### src/rtl/rresp_arbiter_m8.sv
// -----------------------------------------------------------------------------
// rresp_arbiter_m8
//
// Read-response arbiter for master port 0. Eight slave R channels
// (0 DMA, 1 SPI, 2 I2C, 3 FLASH_NAND, 4 FLASH_NOR, 5 PCIe, 6 ETHERNET, 7 DDR3)
// compete for the single master R channel. One slave is granted per read burst
// in round-robin order. The grant is held until the burst's last beat
// handshakes, or until the beat limit is hit.
//
// Parameters
//   MASTER_ID  rid[3:2] value that marks a response as belonging to this master
//   MAX_BEATS  beat limit per burst (2..256) before an overrun is declared
//
// Ports
//   clk, reset          clock; asynchronous active-high reset
//   s_axi_r*            packed slave R channels, slave i in lane i
//   s_axi_rready        per-slave ready; only the granted lane ever sees ready
//   m00_axi_r*          master R channel (all zero while idle)
//   grant_idx           granted slave, meaningful while busy
//   busy                a burst is in progress
//   beat_cnt            beats accepted so far in the current burst
//   err_overrun         sticky; a burst ran past MAX_BEATS without rlast
// -----------------------------------------------------------------------------
module rresp_arbiter_m8 #(
  parameter logic [1:0]  MASTER_ID = 2'd0,
  parameter int unsigned MAX_BEATS = 256
) (
  input  logic         clk,
  input  logic         reset,

  input  logic [31:0]  s_axi_rid,
  input  logic [255:0] s_axi_rdata,
  input  logic [15:0]  s_axi_rresp,
  input  logic [7:0]   s_axi_rlast,
  input  logic [7:0]   s_axi_rvalid,
  output logic [7:0]   s_axi_rready,

  output logic [3:0]   m00_axi_rid,
  output logic [31:0]  m00_axi_rdata,
  output logic [1:0]   m00_axi_rresp,
  output logic         m00_axi_rlast,
  output logic         m00_axi_rvalid,
  input  logic         m00_axi_rready,

  output logic [2:0]   grant_idx,
  output logic         busy,
  output logic [7:0]   beat_cnt,
  output logic         err_overrun
);

  localparam int unsigned NUM_SLAVES = 8;

  // beat_cnt value seen on the last legal beat of a burst
  localparam logic [7:0] LAST_BEAT_CNT = 8'(MAX_BEATS - 1);

  typedef enum logic {
    IDLE  = 1'b0,
    BURST = 1'b1
  } state_t;

  typedef struct packed {
    logic       found;
    logic [2:0] idx;
  } pick_t;

  state_t     state, state_nxt;
  logic [2:0] grant_nxt;
  logic [2:0] rr_ptr, rr_nxt;
  logic [7:0] beat_nxt;
  logic       err_nxt;

  // Slave lanes unpacked so the granted lane can be selected by index
  logic [3:0]  rid_arr   [NUM_SLAVES];
  logic [31:0] rdata_arr [NUM_SLAVES];
  logic [1:0]  rresp_arr [NUM_SLAVES];
  logic [7:0]  req;

  logic  gnt_valid;
  logic  gnt_last;
  logic  handshake;
  logic  overrun;
  logic  burst_end;
  pick_t idle_pick;
  pick_t end_pick;

  // First set bit of vec, searching upward from ptr modulo 8. The loop runs
  // from the farthest offset down so the nearest requester is written last.
  function automatic pick_t rr_pick(input logic [7:0] vec, input logic [2:0] ptr);
    pick_t      p;
    logic [2:0] idx;
    p = '0;
    for (int off = NUM_SLAVES - 1; off >= 0; off--) begin
      idx = ptr + 3'(off);
      if (vec[idx]) begin
        p.found = 1'b1;
        p.idx   = idx;
      end
    end
    return p;
  endfunction

  always_comb begin
    for (int i = 0; i < NUM_SLAVES; i++) begin
      rid_arr[i]   = s_axi_rid[4*i +: 4];
      rdata_arr[i] = s_axi_rdata[32*i +: 32];
      rresp_arr[i] = s_axi_rresp[2*i +: 2];
      // Only responses tagged with this master's ID may compete
      req[i]       = s_axi_rvalid[i] && (s_axi_rid[4*i+2 +: 2] == MASTER_ID);
    end
  end

  assign busy      = (state == BURST);
  assign gnt_valid = s_axi_rvalid[grant_idx];
  assign gnt_last  = s_axi_rlast[grant_idx];
  assign handshake = busy && gnt_valid && m00_axi_rready;
  assign overrun   = handshake && !gnt_last && (beat_cnt == LAST_BEAT_CNT);
  assign burst_end = handshake && (gnt_last || overrun);

  // Fresh arbitration from idle uses the stored pointer. At burst end the
  // pointer has not been written yet, so the post-burst search starts at
  // grant_idx+1 directly and the finishing slave is masked out; this is what
  // lets the next burst start with no bubble cycle.
  assign idle_pick = rr_pick(req, rr_ptr);
  assign end_pick  = rr_pick(req & ~(8'd1 << grant_idx), grant_idx + 3'd1);

  // NOTE: every signal written below gets a default first, so no path through
  // the case statement can leave one unassigned and infer a latch.
  always_comb begin
    state_nxt      = state;
    grant_nxt      = grant_idx;
    rr_nxt         = rr_ptr;
    beat_nxt       = beat_cnt;
    err_nxt        = err_overrun;
    m00_axi_rid    = '0;
    m00_axi_rdata  = '0;
    m00_axi_rresp  = '0;
    m00_axi_rlast  = 1'b0;
    m00_axi_rvalid = 1'b0;
    s_axi_rready   = '0;

    case (state)
      IDLE: begin
        if (idle_pick.found) begin
          state_nxt = BURST;
          grant_nxt = idle_pick.idx;
          beat_nxt  = '0;
        end
      end

      BURST: begin
        // Steering is purely combinational through the registered grant, so
        // each beat passes with no added latency.
        m00_axi_rid             = rid_arr[grant_idx];
        m00_axi_rdata           = rdata_arr[grant_idx];
        m00_axi_rresp           = rresp_arr[grant_idx];
        m00_axi_rlast           = gnt_last;
        m00_axi_rvalid          = gnt_valid;
        s_axi_rready[grant_idx] = m00_axi_rready;

        if (handshake) begin
          beat_nxt = beat_cnt + 8'd1;
        end
        if (overrun) begin
          err_nxt = 1'b1;
        end
        if (burst_end) begin
          rr_nxt = grant_idx + 3'd1;
          if (end_pick.found) begin
            grant_nxt = end_pick.idx;
            beat_nxt  = '0;
          end else begin
            state_nxt = IDLE;
          end
        end
      end

      default: state_nxt = IDLE;
    endcase
  end

  // NOTE: state registers use non-blocking assignments so every flop samples
  // the pre-edge values regardless of statement order.
  always_ff @(posedge clk or posedge reset) begin
    if (reset) begin
      state       <= IDLE;
      grant_idx   <= '0;
      rr_ptr      <= '0;
      beat_cnt    <= '0;
      err_overrun <= 1'b0;
    end else begin
      state       <= state_nxt;
      grant_idx   <= grant_nxt;
      rr_ptr      <= rr_nxt;
      beat_cnt    <= beat_nxt;
      err_overrun <= err_nxt;
    end
  end

endmodule

### config.mk
export PLATFORM = sky130hd
export DESIGN_NAME = rresp_arbiter_m8
export DESIGN_NICKNAME = d
export VERILOG_FILES = /design/src/rtl/rresp_arbiter_m8.sv
export SDC_FILE = /design/constraint.sdc
export NUM_CORES = 1
export LEC_CHECK = 0
export ABC_AREA = 1
export BUFFER_PORTS_ARGS = -buffer_cell sky130_fd_sc_hd__buf_2
export CAP_MARGIN = 10
export CORE_AREA = 3 3 147 149
export CTS_BUF_LIST = sky130_fd_sc_hd__clkbuf_8
export DETAILED_ROUTE_END_ITERATION = 8
export DIE_AREA = 0 0 150 152
export PLACE_DENSITY = 0.54
export RECOVER_POWER = 25
export SETUP_SLACK_MARGIN = 0.2
export SLEW_MARGIN = 10
export SYNTH_ARGS = -nofsm -noshare
export SYNTH_HDL_FRONTEND = slang
export SYNTH_SLANG_ARGS = --single-unit
### constraint.sdc
create_clock -name clk -period 3.9 [get_ports clk]
set_clock_uncertainty 0.15 [all_clocks]
set_input_delay 0.39 -clock clk [delete_from_list [all_inputs] [get_ports clk]]
set_output_delay 0.39 -clock clk [all_outputs]
set_load 0.05 [all_outputs]
==> impl_metrics.yaml <==
status:
  outcome: "complete, no violations"
synthesis:
  synthesis.nets: 1253
  synth_area_per_cell_um2: 5.05
  ys_seq_elements: 16
  async_flop_share_pct: 100
  ys_warn_count: 0
  synth_edf_count: 0
  synth_cells: 919
  synth_ff_type: "dfrtp_1"
  synth_area_um2: 4640
  synth_cell_types: 38
  synth-seq-area-share_pct: 8.63
routing:
  drtIter0Drc: 559
  final_antenna_net_count: 0
  viasPerCell: 5.09
  routed_wl_um: 28800
  wl_per_cell_um: 18.8
  drt_pass1_iterations: 5
  vias: 7822
  drc_errors: 0
final_layout:
  final_area_um2: 6830
  fill_cells: 2396
  area_delta_synth_final_pct: 47.1
  nets: 1590
  layout-drive-gt1-share_pct: 33.1
  final_core_utilization_pct: 33.6
hold_path:
  hp-class: "in2async"
place:
  place_ws_ns: 0.667
  dp_hpwl_um: 23500
  numPortBuffers: 383
  placed_area_um2: 6760
  finalWeightedCongestion: 0.964
worst_setup_path:
  critPathCaptureType: "output pin"
  startpoint_type: "flop"
  worst_path_max_delay_cell: "dfrtp_1"
  worstPathRequired_ns: 3.36
  crit_arrival_ns: 2.97
  slowest_delay_ns: 0.63
  crit_fanout: 24
  path_cells: "inv_2 -> nor2_4 -> buf_4 -> o21ai_0 -> o22ai_1 -> a21oi_1 -> a31oi_1 -> buf_2"
  critPathKind: "reg2out"
clock_network:
  clk_root_buffer_cell: "clkbuf_8"
  cts_made_buffers: 3
  cts_tree: "built"
  htree_levels: 1
  insertion_delay_ns: 0.25
  postCtsSetupRepairBufs: 0
  clk_path_buf_depth: 2
  clock-sinks: 16
  clk_pin_slew_ns: 0.07
  post_cts_resize_count: 0
  postCtsHoldBufs: 0
sta:
  fmax_mhz: 285
  finalHoldViolCount: 0
  worst_slack_ns: 0.388
  min_period_ns: 3.51
  slew_violations: 0
  slew_headroom_pct: 26.9
  setup_viol: 0
  period_share_pct: 90.1
  worstMarginPinSlew_ns: 1.10
  rsz0062_at_grt: "false"
  fin_setup_tns_ns: 0
power_and_ir_drop:
  p_sw_mw: 4.63
  power_leakage_nw: 3.49
  ir_drop_mv: 0.384
  swShare_pct: 69.9
  combPwrFrac_pct: 91.7
  p_int_mw: 1.99
  p_clk_share_pct: 2.3
  p_seq_share_pct: 6.1
  power.density_nw_per_um2: 970
global_route:
  gr-total-overflow: 0
  grt_max_degree: 71
  antenna_found_initial: 13
  grt_pass1_wl_um: 41600
  grt_util_all_layers_pct: 23.0
  grt_pass1_vias: 7201
floorplan:
  start_util_pct: 22.9
  io-pin-count: 384
  die_w_um: 150
  fp.dieH_um: 152
  core_um2: 20300
  die_area_um2: 22800
  row_count: 52
run:
  drv_cap: 0
## final cells by class
class | instances | area [µm²] | share of cell area, %
Multi-Input combinational cell | 790 | 3800 | 55.6
Timing Repair Buffer | 393 | 2010 | 29.4
Antenna cell | 11 | 27.5 | 0.403
Clock buffer | 4 | 55.1 | 0.806
Sequential cell | 16 | 404 | 5.92
Tap cell | 270 | 338 | 4.95
Inverter | 52 | 198 | 2.89
## path summary, 6_finish.rpt
| kind | startpoint | end | slack (ns) | cells after the start |
|---|---|---|---|---|
| min in group clk | err_overrun | err_overrun | 0.37 | 2 |
| worst max-delay path | grant_idx[2] | m00_axi_rdata[0] | 0.39 | 8 |
| worst min register to register | err_overrun | err_overrun | 0.37 | 2 |
| max in group asynchronous | reset | grant_idx[0] | 3.05 | 2 |
| worst min-delay path | reset | rr_ptr[0] | 0.07 | 2 |
| worst max register to register | grant_idx[0] | grant_idx[1] | 0.68 | 15 |
## kinds of logic (layout without fill, tap and decap cells)
kind of cell	Yosys count	after routing	synth area share (%)
simple gates	499	499	45.4
xor+xnor	9	9	1.86
buf+inv	113	449	9.76
other cells	0	11	0
flops	16	16	8.63
fa+ha+maj	11	11	2.96
compound gates	271	271	31.4
## layout by cell type (no fill, tap or decap), types with 2 or more instances in the layout
cell,Yosys,layout
a21oi_1,54,54
a31oi_1,22,22
buf_12,0,2
buf_2,9,375
buf_4,2,9
clkbuf_1,46,7
clkbuf_8,0,4
clkinv_1,3,3
dfrtp_1,16,15
diode_2,0,11
ha_1,11,11
inv_1,40,40
inv_2,8,8
nand2_1,172,172
nand2_2,2,2
nand3_1,94,94
nand4_1,18,18
nor2_1,198,197
nor2_2,4,4
nor3_1,2,2
o21ai_0,142,142
o21ai_1,8,8
o22ai_1,41,41
or2_2,2,2
xnor2_1,2,2
xor2_1,6,6
## Yosys cell counts, types with 11 or more instances
cell type | n | area [µm²]
nor2_1 | 198 | 743
nand2_1 | 172 | 646
o21ai_0 | 142 | 711
nand3_1 | 94 | 470
a21oi_1 | 54 | 270
clkbuf_1 | 46 | 173
o22ai_1 | 41 | 257
inv_1 | 40 | 150
a31oi_1 | 22 | 138
nand4_1 | 18 | 113
dfrtp_1 | 16 | 400
ha_1 | 11 | 138
## power by group through the flow
stage | registers [mW] | clock network, mW | logic (mW)
final | 0.402 | 0.149 | 6.07
after detailed placement | 0.405 | 0 | 6.02
after CTS | 0.400 | 0.154 | 6.04
after floorplan | 0.458 | 0 | 4.41
after global placement | 0.404 | 0 | 6.07
after global routing | 0.421 | 0.158 | 6.65
## critical path, delay by kind of cell (launching register included)
family                 cells  cell delay, ns
buffers and inverters      3            0.85
AOI/OAI and AO/OA          4            0.66
DFF                        1            0.63
and+or+nand+nor            1            0.57
## metrics by stage
step / power (mW) / hold slack (ns) / instances
after floorplan: 4.87 / 0.154 / 919
after global placement: 6.48 / 0.346 / 1521
after detailed placement: 6.43 / 0.336 / 1521
after CTS: 6.60 / 0.108 / 1525
after global routing: 7.23 / 0.131 / 1536
final: 6.62 / 0.0699 / 1536
## sequential cells by signal, summed over array words and instances (netlist names)
signal and count:
rr_ptr 3, grant_idx 3, busy 1, err_overrun 1, beat_cnt 8
## metal layers
metal	wire, µm	vias to the layer above	track usage [%]	part of all wire (%)
met2	14000	388	38.6	48
met4	924	2	8.37	3.2
met1	11500	3553	28.7	40
met3	2420	53	4.92	8.4
li1	-	3826	-	-
met5	13	-	0	0.045
No activity file was read; power rests on OpenSTA's default activity.
